File: src/rtl/counter_ctrl.sv
// rtl/counter_ctrl.sv - programmable start/stop/resume/clear sequencer around an up-counter
module counter_ctrl #(
    parameter int WIDTH  = 4,
    parameter int PCNT_W = 8
) (
    input  logic              clk,
    input  logic              rst,
    input  logic              cmd_valid,
    output logic              cmd_ready,
    input  logic [1:0]        cmd_op,
    input  logic [WIDTH-1:0]  cmd_limit,
    input  logic              cmd_auto,
    output logic [WIDTH-1:0]  count,
    output logic              busy,
    output logic              paused,
    output logic              done,
    output logic              tc_pulse,
    output logic [PCNT_W-1:0] periods
);

    typedef enum logic [1:0] {
        IDLE  = 2'd0,
        RUN   = 2'd1,
        PAUSE = 2'd2,
        DONE  = 2'd3
    } state_t;

    localparam logic [1:0] OP_START  = 2'b00;
    localparam logic [1:0] OP_STOP   = 2'b01;
    localparam logic [1:0] OP_RESUME = 2'b10;
    localparam logic [1:0] OP_CLEAR  = 2'b11;

    state_t             state;
    logic [WIDTH-1:0]   limit_r;
    logic               auto_r;
    logic               accept;

    assign accept = cmd_valid && cmd_ready;

    // Command decode, counting and terminal-count handling; status flags are
    // registered alongside every state transition so they always match state.
    always_ff @(posedge clk) begin
        if (rst) begin
            state     <= IDLE;
            count     <= '0;
            limit_r   <= '0;
            auto_r    <= 1'b0;
            tc_pulse  <= 1'b0;
            periods   <= '0;
            cmd_ready <= 1'b1;
            busy      <= 1'b0;
            paused    <= 1'b0;
            done      <= 1'b0;
        end else begin
            tc_pulse  <= 1'b0;
            // One-cycle hold-off after every accepted command.
            cmd_ready <= !accept;
            if (accept) begin
                // An accepted command wins over a terminal count in the same cycle.
                case (cmd_op)
                    OP_START: begin
                        limit_r <= cmd_limit;
                        auto_r  <= cmd_auto;
                        count   <= '0;
                        periods <= '0;
                        state   <= RUN;
                        busy    <= 1'b1;
                        paused  <= 1'b0;
                        done    <= 1'b0;
                    end
                    OP_STOP: begin
                        if (state == RUN) begin
                            state  <= PAUSE;
                            busy   <= 1'b0;
                            paused <= 1'b1;
                        end
                    end
                    OP_RESUME: begin
                        if (state == PAUSE) begin
                            state  <= RUN;
                            busy   <= 1'b1;
                            paused <= 1'b0;
                        end
                    end
                    OP_CLEAR: begin
                        state   <= IDLE;
                        count   <= '0;
                        periods <= '0;
                        busy    <= 1'b0;
                        paused  <= 1'b0;
                        done    <= 1'b0;
                    end
                endcase
            end else if (state == RUN) begin
                if (count != limit_r) begin
                    count <= count + WIDTH'(1);
                end else begin
                    tc_pulse <= 1'b1;
                    if (periods != {PCNT_W{1'b1}}) begin
                        periods <= periods + PCNT_W'(1);
                    end
                    if (auto_r) begin
                        count <= '0;
                    end else begin
                        state <= DONE;
                        busy  <= 1'b0;
                        done  <= 1'b1;
                    end
                end
            end
        end
    end

endmodule

File: config.mk
export PLATFORM = sky130hd
export DESIGN_NAME = counter_ctrl
export DESIGN_NICKNAME = d
export VERILOG_FILES = /design/src/rtl/counter_ctrl.sv
export SDC_FILE = /design/constraint.sdc
export NUM_CORES = 1
export LEC_CHECK = 0
export CAP_MARGIN = 20
export CORE_MARGIN = 5
export CORE_UTILIZATION = 45
export DETAILED_ROUTE_END_ITERATION = 6
export PLACE_DENSITY = 0.72
export SLEW_MARGIN = 20
export SYNTH_ARGS = -nofsm -noshare
export SYNTH_HDL_FRONTEND = slang
export SYNTH_SLANG_ARGS = --single-unit
File: constraint.sdc
create_clock -name clk -period 4.7 [get_ports clk]
set_input_delay 0.705 -clock clk [delete_from_list [all_inputs] [get_ports clk]]
set_output_delay 0.705 -clock clk [all_outputs]
set_load 0.02 [all_outputs]
Yosys cells after proc, flatten, opt, wreduce, memory -nomap -nowiden --
Cells that the tools add are included.
Storage, ports and cells: flip-flop bits (word level) 24, latch bits 0, memory bits (writable) 0, bits in read-only memories 0, input port bits 10, output and inout bits 17, word-level logic and storage cells 73, memories kept 0
Operators by class: $add $sub $neg 2, multipliers 0, div/mod/pow operators 0, order comparisons 0, equality and inequality tests 13, shift operators 0, muxes and demuxes 33, bitwise operators 1, reductions and logical operators 14
Operators by type and width (number):
- $mux W8 | 5
- $mux W4 | 5
- $mux W1 | 14
- $mux W2 | 6
- $add A8 B1 Y8 const B | 1
- $ne A2 B2 Y1 const B | 4
- $ne A8 B8 Y1 const B | 1
- $pmux W2 S4 | 1
- $reduce_and A4 Y1 | 2
- $eq A2 B2 Y1 const B | 3
- $reduce_and A3 Y1 | 2
- $reduce_and A5 Y1 | 1
- $add A4 B1 Y4 const B | 1
- $eq A2 B1 Y1 const B | 2
- $ne A4 B4 Y1 | 1
- $pmux W1 S4 | 1
- $reduce_bool A2 Y1 | 2
- $ne A3 B3 Y1 const B | 1
- $pmux W1 S3 | 1
- $reduce_bool A3 Y1 | 1
- $reduce_or A3 Y1 | 1
- $logic_not A2 Y1 | 1
- $ne A2 B1 Y1 const B | 1
- $reduce_and A2 Y1 | 1
- 4 further kinds | 4

Logic depth before layout (Yosys ltp) --
Gate-level depths: netlist of run 1.
word-level depth 5, mapped depth 7, depth with buffers taken out 6

Least setup slack after synthesis of run 1 --
No wires, ideal clock.
kind input port to flip-flop, start point input port cmd_op[0], end point register periods[0], library setup time 0.114 ns, arrival time 1.808 ns, data required time 4.586 ns, setup slack 2.778 ns, stages 6, buffers on the path 0, cell sequence inv_1 ha_1 mux2i_4 a31oi_4 and2b_1 a21o_1
On the way: cells in the longest elaborated chain, start to end 4, elaborated cells between the ends (all ways) 5, those cells by class 2 x eq/ne; 3 x reduce/logical
RTL lines:
- from (decl) | line 10 | input logic [1:0] cmd_op,
- $eq A2 B2 Y1 or $logic_not A2 Y1 (tied branches) | line 60 | case (cmd_op)
- $reduce_or A2 Y1 (no line) (*)
- $ne A2 B2 Y1 (no line) (*)
- $reduce_and A4 Y1 (no line) (*)
- to (signal assigned) | line 100 | periods <= periods + PCNT_W'(1);
- to (decl) | line 18 | output logic [PCNT_W-1:0] periods
Every way passes the cells marked *; elsewhere a longest branch is shown, timed or not. A chain may end at the register's enable or synchronous reset.

==> flow_metrics.py, run 1 <==
metrics = {
    "die": {
        "die_w_um": 63.6,
        "num_rows": 19,
        "start_util_pct": 46.9,
        "die_area_sq_um": 4040,
        "io_pins": 27,
        "core_sq_um": 2760,
        "die_h_um": 63.6,
    },
    "critical_path": {
        "cp.required_ps": 4960,
        "cp_cell_sequence": "clkdlybuf4s50_1 > nor3_4 > nand3_2 > or3_1 > o21ai_1",
        "cp_top_family": "simple AND/OR/NAND/NOR gates",
        "end_kind": "flip-flop",
        "r2r_cells": 5,
        "crit_buf_inv": 1,
        "start_kind": "input port",
        "r2r_setup_slack_ps": 2750,
        "rr_startpoint": "count[0]$_SDFFE_PP0P_",
        "timing.rr.end": "count[0]$_SDFFE_PP0P_",
        "max_stage_delay_ps": 840,
        "cp_max_fo": 21,
        "crit_type": "in -> reg",
        "crit_slowest_cell": "clkdlybuf4s50_1",
        "worstPathArrival_ps": 2610,
    },
    "global_route": {
        "met2_usage_pct": 24.9,
        "grt_pass1_wl_mm": 4.76,
        "grt_usage_pct": 14.3,
        "grt_max_degree": 22,
        "grt.met1_usage_pct": 15.9,
        "grt-ovfl-total": 0,
        "use_met3_pct": 3.73,
        "top_usage_layer": "met2",
        "grt_pass1_vias": 1111,
        "grt_antenna_before_repair": 0,
    },
    "sta": {
        "maxSlewHeadroom_pct": 44.0,
        "worst_slack_ps": 2360,
        "rsz0062_at_grt": "no",
        "hold_violations": 0,
        "clock-skew-final_ps": 11.4,
        "fmax_ghz": 0.427,
        "setup_viol": 0,
        "worst_slew_pin_slew_ps": 837,
        "tns_ps": 0,
        "drv_slew": 0,
        "period_minus_slack_ps": 2340,
        "fin_crit_sh_pct": 49.8,
    },
    "synth": {
        "yosys_warnings": 0,
        "synthFlopType": "dfxtp_1",
        "synth_cell_types": 46,
        "synth-edff-count": 0,
        "netlist_area_sq_um": 1290,
        "ys_seq_elements": 24,
        "async_flop_share_pct": 0,
        "synth.net_count": 164,
        "syn_inst": 148,
        "yosysSeqAreaShare_pct": 37.2,
        "syn_area_per_cell_sq_um": 8.73,
    },
    "final_layout": {
        "fillCellCount": 257,
        "diodes": 0,
        "areaGrowthSynthToFinish_pct": 23.0,
        "final_cell_mix": "clkdlybuf4s50_1 (26), dfxtp_1 (24), a21oi_1 (15)",
        "final_cells": 203,
        "final_core_util_pct": 57.7,
        "final_common_cell": "clkdlybuf4s50_1",
        "drive_above_1_share_pct": 8.72,
        "layout.nets": 189,
    },
    "power": {
        "pwr-share-seq_pct": 53.9,
        "power_density_nw_per_um2": 250,
        "p_int_mw": 0.288,
        "peakVddDrop_mv": 0.204,
        "net-switching-power_mw": 0.109,
        "p_clk_share_pct": 27.7,
        "leakage_nw": 0.575,
        "swShare_pct": 27.4,
        "comb_power_share_pct": 18.5,
    },
    "drt": {
        "detail_route.first_pass.iterations": 4,
        "routed_via_density": 5.67,
        "vias": 1151,
        "wl_mm": 2.78,
        "routedWlPerCell_um": 13.7,
        "drtIter0Drc": 42,
        "drtAntennaViolNets": 0,
        "route.detailed.drc": 0,
    },
    "min_path": {
        "holdPathStages": 2,
        "hp-start": "limit_r[2]$_SDFFE_PP0P_",
        "min_path_type": "reg -> reg",
        "hold_path_end": "limit_r[2]$_SDFFE_PP0P_",
    },
    "placed_design": {
        "gp_congestion": 0.828,
        "place_ws_ps": 2040,
        "dp_hpwl_mm": 2.08,
        "portBuffers": 26,
        "dp.cells": 199,
    },
    "clock_tree": {
        "cts_buffers": 3,
        "clk_latency_ps": 320,
        "postCtsSetupRepairBufs": 0,
        "path_clk_slew_ps": 140,
        "post_cts_resized": 0,
        "clockBufferDepth": 2,
        "cts_tree": "built",
        "cts_sinks": 24,
        "h-tree-depth": 1,
        "clock-root-buffer": "clkbuf_4",
        "hold_buffers": 0,
    },
    "outcome": {
        "outcome": "finished, final reports clean",
    },
    "flow_run": {
        "max_cap_viol_count": 0,
    },
}
registers in the layout (all words and copies together), names as in the netlist:
| name | flops |
|---|---|
| periods | 8 |
| count | 4 |
| limit_r | 4 |
| state | 2 |
| auto_r | 1 |
| busy | 1 |
| cmd_ready | 1 |
| done | 1 |
| paused | 1 |
| tc_pulse | 1 |
routing by layer:
metal	wire (um)	share of wire [%]	vias to the layer above
met1	1270	46	544
met2	1320	47	23
met4	50	1.8	0
met3	135	4.9	4
li1	-	-	580
met5	0	0	-
power by group through the flow:
stage	clock network (mW)	registers (mW)	logic [mW]
6_report	0.110	0.214	0.0734
5_1_grt	0.122	0.215	0.0799
4_1_cts	0.113	0.214	0.0736
3_5_place_dp	0	0.218	0.0732
3_3_place_gp	0	0.218	0.0721
2_1_floorplan	0	0.221	0.0496
cells in the mapped netlist (2+ instances only):
cell | n | area (sq um)
o41ai_1 | 2 | 17.5
nand4_1 | 2 | 12.5
buf_2 | 3 | 15.0
xnor2_1 | 4 | 35.0
a21o_1 | 2 | 15.0
nor2_1 | 12 | 45.0
nor3_1 | 4 | 20.0
a21oi_1 | 15 | 75.1
nand3_1 | 10 | 50.1
nor2b_1 | 2 | 12.5
nand2_1 | 14 | 52.6
dfxtp_1 | 24 | 480
ha_1 | 6 | 75.1
o21ai_1 | 3 | 15.0
o21ai_0 | 4 | 20.0
o211ai_1 | 2 | 15.0
inv_1 | 2 | 7.51
or3_1 | 4 | 25.0
nand2b_1 | 6 | 37.5
worst max-delay path by stage:
stage	cells past startpoint	slack [ps]	startpoint	endpoint
floorplan	6	2780	cmd_op[0]	periods[0]$_SDFFE_PP0P_
global placement	6	2100	cmd_valid	periods[7]$_SDFFE_PP0P_
detailed placement	5	2040	rst	periods[3]$_SDFFE_PP0P_
CTS	5	2390	rst	periods[3]$_SDFFE_PP0P_
global route	5	2240	rst	periods[7]$_SDFFE_PP0P_
finish	5	2360	rst	periods[3]$_SDFFE_PP0P_
worst reg2reg max path, cell delays in order (launching register included):
cell	delay [ps]
dfxtp_1	460
xnor2_1	190
nand4_1	410
or3_1	470
a21oi_2	220
a21o_2	160
kinds of logic after synthesis:
family | after synthesis | synth area share (%)
multiplexers | 1 | 1.74
AND/OR/NAND/NOR | 64 | 26.4
adder cells (fa/ha/maj) | 6 | 5.81
AO/OA/AOI/OAI | 40 | 22.0
flip-flops | 24 | 37.2
XOR/XNOR | 5 | 3.39
buffers and inverters | 8 | 3.48
layout make-up:
class | count | area, sq um | share of cell area [%]
repair buffers | 26 | 260 | 16.4
well taps | 31 | 38.8 | 2.44
clock buffers | 4 | 36.3 | 2.28
inverters | 2 | 7.51 | 0.472
flip-flops and latches | 24 | 480 | 30.2
multi-input cells | 116 | 767 | 48.2
metrics by stage:
stage / power (mW) / hold WS [ps] / cell area, sq um
CTS: 0.401 / 488 / 1590
floorplan: 0.271 / 450 / 1290
detailed placement: 0.292 / 470 / 1550
global route: 0.417 / 507 / 1590
finish: 0.397 / 487 / 1590
global placement: 0.290 / 465 / 1550
Note: power is estimated with default switching activity, not from simulation.
==> run 2, diff against run 1 <==
==> constraint.sdc (replaced) <==
create_clock -name clk -period 2.45 [get_ports clk]
set_input_delay 0.3675 -clock clk [delete_from_list [all_inputs] [get_ports clk]]
set_output_delay 0.3675 -clock clk [all_outputs]
set_load 0.02 [all_outputs]
==> run 2 against run 1 <==
Against the previous run: final cell count grew 0.99%; largest cell class unchanged; critical path type is now reg -> reg; utilization rose by 1.1 points; clock-buffer cell count decreased by 1; sequential power increased by 92%.
==> flow_metrics.py, run 2 (synthesized netlist as in run 1, its figures left out) <==
metrics = {
    "clock_tree": {
        "path_clk_slew_ps": 140,
        "cts_sinks": 24,
        "h-tree-depth": 1,
        "cts_tree": "built",
        "post_cts_resized": 0,
        "clockBufferDepth": 2,
        "cts_buffers": 3,
        "hold_buffers": 0,
        "clock-root-buffer": "clkbuf_4",
        "clk_latency_ps": 320,
        "postCtsSetupRepairBufs": 0,
    },
    "placed_design": {
        "portBuffers": 26,
        "dp_hpwl_mm": 2.09,
        "gp_congestion": 0.764,
    },
    "die": {
        "core_sq_um": 2760,
        "start_util_pct": 46.9,
        "io_pins": 27,
        "die_w_um": 63.6,
        "die_h_um": 63.6,
        "die_area_sq_um": 4040,
        "num_rows": 19,
    },
    "min_path": {
        "min_path_type": "reg -> reg",
    },
    "final_layout": {
        "seq_area_sq_um": 480,
        "areaGrowthSynthToFinish_pct": 25.5,
        "diodes": 0,
        "drive_above_1_share_pct": 9.77,
        "reg.largest.list": "periods (8), count (4), limit_r (4)",
        "top_register": "periods",
        "final_common_cell": "clkdlybuf4s50_1",
        "multi_input_area_sq_um": 767,
        "fillCellCount": 252,
        "largest_reg_flops": 8,
        "layout.nets": 191,
        "final_cell_mix": "clkdlybuf4s50_1 (26), dfxtp_1 (24), a21oi_1 (15)",
    },
    "sta": {
        "drv_slew": 0,
        "tns_ps": 0,
        "fin_crit_sh_pct": 77.9,
        "clock-skew-final_ps": 12.8,
        "fmax_ghz": 0.524,
        "hold_violations": 0,
        "maxSlewHeadroom_pct": 71.5,
        "setup_viol": 0,
        "period_minus_slack_ps": 1910,
        "rsz0062_at_grt": "no",
        "worst_slew_pin_slew_ps": 426,
    },
    "drt": {
        "detail_route.first_pass.iterations": 4,
        "drtAntennaViolNets": 0,
        "routed_via_density": 5.62,
        "routedWlPerCell_um": 13.2,
        "vias": 1153,
        "wl_mm": 2.70,
        "route.detailed.drc": 0,
        "drtIter0Drc": 35,
    },
    "outcome": {
        "outcome": "finished, final reports clean",
    },
    "global_route": {
        "grt_max_degree": 21,
        "grt_pass1_vias": 1162,
        "grt-ovfl-total": 0,
        "grt_pass1_wl_mm": 4.94,
        "grt_antenna_before_repair": 0,
        "grt_usage_pct": 14.5,
    },
    "power": {
        "swShare_pct": 24.8,
        "p_clk_share_pct": 34.0,
        "peakVddDrop_mv": 0.450,
        "p_int_mw": 0.630,
        "pwr-share-seq_pct": 49.0,
        "leakage_nw": 0.591,
        "total_power_mw": 0.837,
        "net-switching-power_mw": 0.208,
        "comb_power_share_pct": 17.0,
        "power_density_nw_per_um2": 516,
    },
    "critical_path": {
        "cp_max_fo": 11,
        "worstPathArrival_ps": 2180,
        "end_kind": "flip-flop",
        "start_kind": "flip-flop",
        "crit_type": "reg -> reg",
        "cp.required_ps": 2720,
    },
    "flow_run": {
        "max_cap_viol_count": 0,
    },
}
## run 2: cell types whose count changed in the layout (fill, tap and decap cells not counted)
cell	previous run	this run
clkbuf_8	1	0
buf_4	0	2
bufinv_16	0	1
## run 2: worst paths after layout
kind	start	end	slack (ps)	depth (start not counted)
worst max-delay path	count[0]$_SDFFE_PP0P_	count[1]$_SDFFE_PP0P_	540	5
worst min-delay path	limit_r[3]$_SDFFE_PP0P_	limit_r[3]$_SDFFE_PP0P_	480	2
worst min register to register	limit_r[3]$_SDFFE_PP0P_	limit_r[3]$_SDFFE_PP0P_	480	2
worst max register to register	count[0]$_SDFFE_PP0P_	count[1]$_SDFFE_PP0P_	540	5
## run 2: layer usage
layer / wire, um / part of all wire, % / global-route usage, % / vias up
li1: - / - / - / 585
met1: 1210 / 45 / 16.6 / 535
met2: 1320 / 49 / 26.4 / 27
met3: 124 / 4.6 / 3.02 / 6
met4: 46 / 1.7 / 4.42 / 0
met5: 0 / 0 / 0 / -
## run 2: cell type report
cell class	instances	area share [%]
Clock buffer	3	1.39
Clock inverter	1	1.85
Inverter	2	0.463
Multi-Input combinational cell	116	47.3
Sequential cell	24	29.6
Tap cell	31	2.39
Timing Repair Buffer	28	17.0
## run 2: power groups by stage
stage / clock, mW / sequential, mW / combinational [mW]
2_1_floorplan: 0 / 0.425 / 0.0952
3_3_place_gp: 0 / 0.419 / 0.140
3_5_place_dp: 0 / 0.419 / 0.143
4_1_cts: 0.293 / 0.410 / 0.144
5_1_grt: 0.309 / 0.412 / 0.157
6_report: 0.285 / 0.410 / 0.143
## run 2: critical path: stages, from the launching register on
cell and delay [ps]:
dfxtp_1 460, xnor2_1 190, nand4_1 400, or3_1 470, a21oi_2 200, a32o_1 140
## run 2: stage by stage
step	instance area [sq um]	hold WS [ps]	std cells	util [%]	setup WS [ps]
after floorplan	1290	450	148	-	770
after global placement	1570	466	201	56.9	269
after detailed placement	1570	467	201	56.9	214
after CTS	1620	485	205	58.8	536
after global routing	1620	506	205	58.8	369
final	1620	481	205	58.8	540
==> run 3, diff against run 2 <==
--- a/config.mk
+++ b/config.mk
@@ -9,7 +9,7 @@
 export CORE_MARGIN = 5
 export CORE_UTILIZATION = 45
 export DETAILED_ROUTE_END_ITERATION = 6
-export PLACE_DENSITY = 0.72
+export PLACE_DENSITY = 0.75
 export SLEW_MARGIN = 20
 export SYNTH_ARGS = -nofsm -noshare
 export SYNTH_HDL_FRONTEND = slang
==> constraint.sdc (replaced) <==
create_clock -name clk -period 1.68 [get_ports clk]
set_input_delay 0.252 -clock clk [delete_from_list [all_inputs] [get_ports clk]]
set_output_delay 0.252 -clock clk [all_outputs]
set_load 0.02 [all_outputs]
==> run 3 against run 2 <==
Against the previous run: register-to-register slack got worse by 440 ps; clock power rose by 52%; global-route usage rose by 2.5 points.
==> flow_metrics.py, run 3 (synthesized netlist as in run 1, its figures left out) <==
metrics = {
    "outcome": {
        "outcome": "finished, final reports clean",
    },
    "final_layout": {
        "drive_above_1_share_pct": 23.1,
        "diodes": 0,
        "final_core_util_pct": 67.0,
        "areaGrowthSynthToFinish_pct": 43.0,
        "largest_reg_flops": 8,
        "final_common_cell": "buf_4",
        "final_cells": 230,
        "reg.largest.list": "periods (8), count (4), limit_r (4)",
        "final_cell_mix": "buf_4 (27), dfxtp_1 (23), a21oi_1 (15), clkdlybuf4s50_1 (15), nand2_1 (14)",
        "top_register": "periods",
        "layout.nets": 216,
    },
    "drt": {
        "routed_via_density": 5.65,
        "drtIter0Drc": 48,
        "route.detailed.drc": 0,
        "wl_mm": 3.21,
        "detail_route.first_pass.iterations": 4,
        "vias": 1299,
        "drtAntennaViolNets": 0,
        "routedWlPerCell_um": 14.0,
    },
    "die": {
        "die_h_um": 63.6,
        "io_pins": 27,
        "die_w_um": 63.6,
        "start_util_pct": 46.9,
        "num_rows": 19,
        "die_area_sq_um": 4040,
        "core_sq_um": 2760,
    },
    "sta": {
        "fmax_ghz": 0.615,
        "tns_ps": 0,
        "worst_slack_ps": 54.7,
        "setup_viol": 0,
        "hold_violations": 0,
        "fin_crit_sh_pct": 96.7,
        "maxSlewHeadroom_pct": 81.3,
        "clock-skew-final_ps": 4.30,
        "worst_slew_pin_slew_ps": 278,
        "rsz0062_at_grt": "no",
        "period_minus_slack_ps": 1630,
        "drv_slew": 0,
    },
    "power": {
        "p_int_mw": 0.965,
        "peakVddDrop_mv": 0.523,
        "p_clk_share_pct": 33.3,
        "swShare_pct": 25.9,
        "power_density_nw_per_um2": 705,
        "pwr-share-seq_pct": 45.8,
        "net-switching-power_mw": 0.338,
        "total_power_mw": 1.30,
        "comb_power_share_pct": 20.9,
        "leakage_nw": 0.861,
    },
    "clock_tree": {
        "clockBufferDepth": 2,
        "cts_tree": "built",
        "cts_sinks": 24,
        "cts_buffers": 3,
        "clk_latency_ps": 330,
        "postCtsSetupRepairBufs": 0,
        "clock-root-buffer": "clkbuf_4",
        "path_clk_slew_ps": 140,
        "h-tree-depth": 1,
    },
    "placed_design": {
        "portBuffers": 26,
        "gp_congestion": 0.833,
        "dp_hpwl_mm": 2.48,
        "dp.cells": 226,
        "place_ws_ps": -313,
    },
    "global_route": {
        "grt-ovfl-total": 0,
        "grt_max_degree": 21,
        "grt_pass1_wl_mm": 5.68,
        "grt_pass1_vias": 1380,
        "grt_usage_pct": 17.0,
        "grt_antenna_before_repair": 0,
    },
    "critical_path": {
        "worstPathArrival_ps": 1370,
        "crit_buf_inv": 1,
        "cp_top_family": "buffers and inverters",
        "start_kind": "flip-flop",
        "max_stage_delay_ps": 630,
        "crit_slowest_cell": "clkdlybuf4s50_1",
        "crit_type": "reg -> out",
        "cp_max_fo": 4,
        "cp.required_ps": 1430,
        "end_kind": "primary output",
        "cp_cell_sequence": "clkdlybuf4s50_1",
    },
    "flow_run": {
        "max_cap_viol_count": 0,
    },
    "min_path": {
        "min_path_type": "in -> reg",
    },
}
## run 3: cell count changes in the layout (fill, tap and decap cells not counted), moves of 5 or more
cell / before / now
buf_4: 2 / 27
clkdlybuf4s50_1: 26 / 15
dlygate4sd2_1: 0 / 5
dlymetal6s2s_1: 0 / 6
## run 3: metal layers
| layer | vias up | part of all wire [%] | GRT usage (%) | routed length, um |
|---|---|---|---|---|
| li1 | 637 | - | - | - |
| met4 | 0 | 1.9 | 7.53 | 60 |
| met3 | 7 | 5.0 | 4.09 | 162 |
| met2 | 41 | 52 | 31.1 | 1680 |
| met1 | 614 | 41 | 18.0 | 1310 |
| met5 | - | 0 | 0 | 0 |
## run 3: worst paths after layout
| path | from | end | slack [ps] | depth (start not counted) |
|---|---|---|---|---|
| setup / recovery | periods[6]$_SDFFE_PP0P_ | periods[6] | 50 | 1 |
| hold / removal | cmd_auto | auto_r$_SDFFE_PP0P_ | 470 | 3 |
| setup reg to reg | periods[0]$_SDFFE_PP0P_ | periods[3]$_SDFFE_PP0P_ | 100 | 6 |
| hold reg to reg | limit_r[2]$_SDFFE_PP0P_ | limit_r[2]$_SDFFE_PP0P_ | 480 | 2 |
## run 3: tightest hold or removal path: cells and delay by family
| kind | cells | cell delay, ps |
|---|---|---|
| AO/OA/AOI/OAI | 1 | 60 |
| AND/OR/NAND/NOR | 1 | 60 |
| buffers and inverters | 1 | 390 |
## run 3: repair_timing
item / CTS / global route
endpoints found under the setup margin: 5 / 14
gates resized for setup: 5 / 11
hold buffers: 0 / 0
pin swaps: 0 / 2
## run 3: per-stage QoR
stage	instance area (sq um)	hold WS (ps)
floorplan	1290	399
global placement	1760	465
detailed placement	1760	467
CTS	1800	471
global route	1850	479
finish	1850	472
## run 3: layout make-up
| class | instances | area, sq um |
|---|---|---|
| clock buffer | 3 | 22.5 |
| clock inverter | 1 | 30.0 |
| fill | 217 | 910 |
| inverter | 2 | 7.51 |
| multi-input combinational | 116 | 796 |
| sequential | 24 | 482 |
| tap | 31 | 38.8 |
| timing repair buffer | 53 | 472 |
## run 3: power groups by stage
stage / clock network (mW) / registers, mW / logic (mW)
floorplan: 0 / 0.619 / 0.139
global placement: 0 / 0.608 / 0.257
detailed placement: 0 / 0.609 / 0.265
CTS: 0.436 / 0.597 / 0.265
global route: 0.450 / 0.599 / 0.294
finish: 0.434 / 0.597 / 0.273
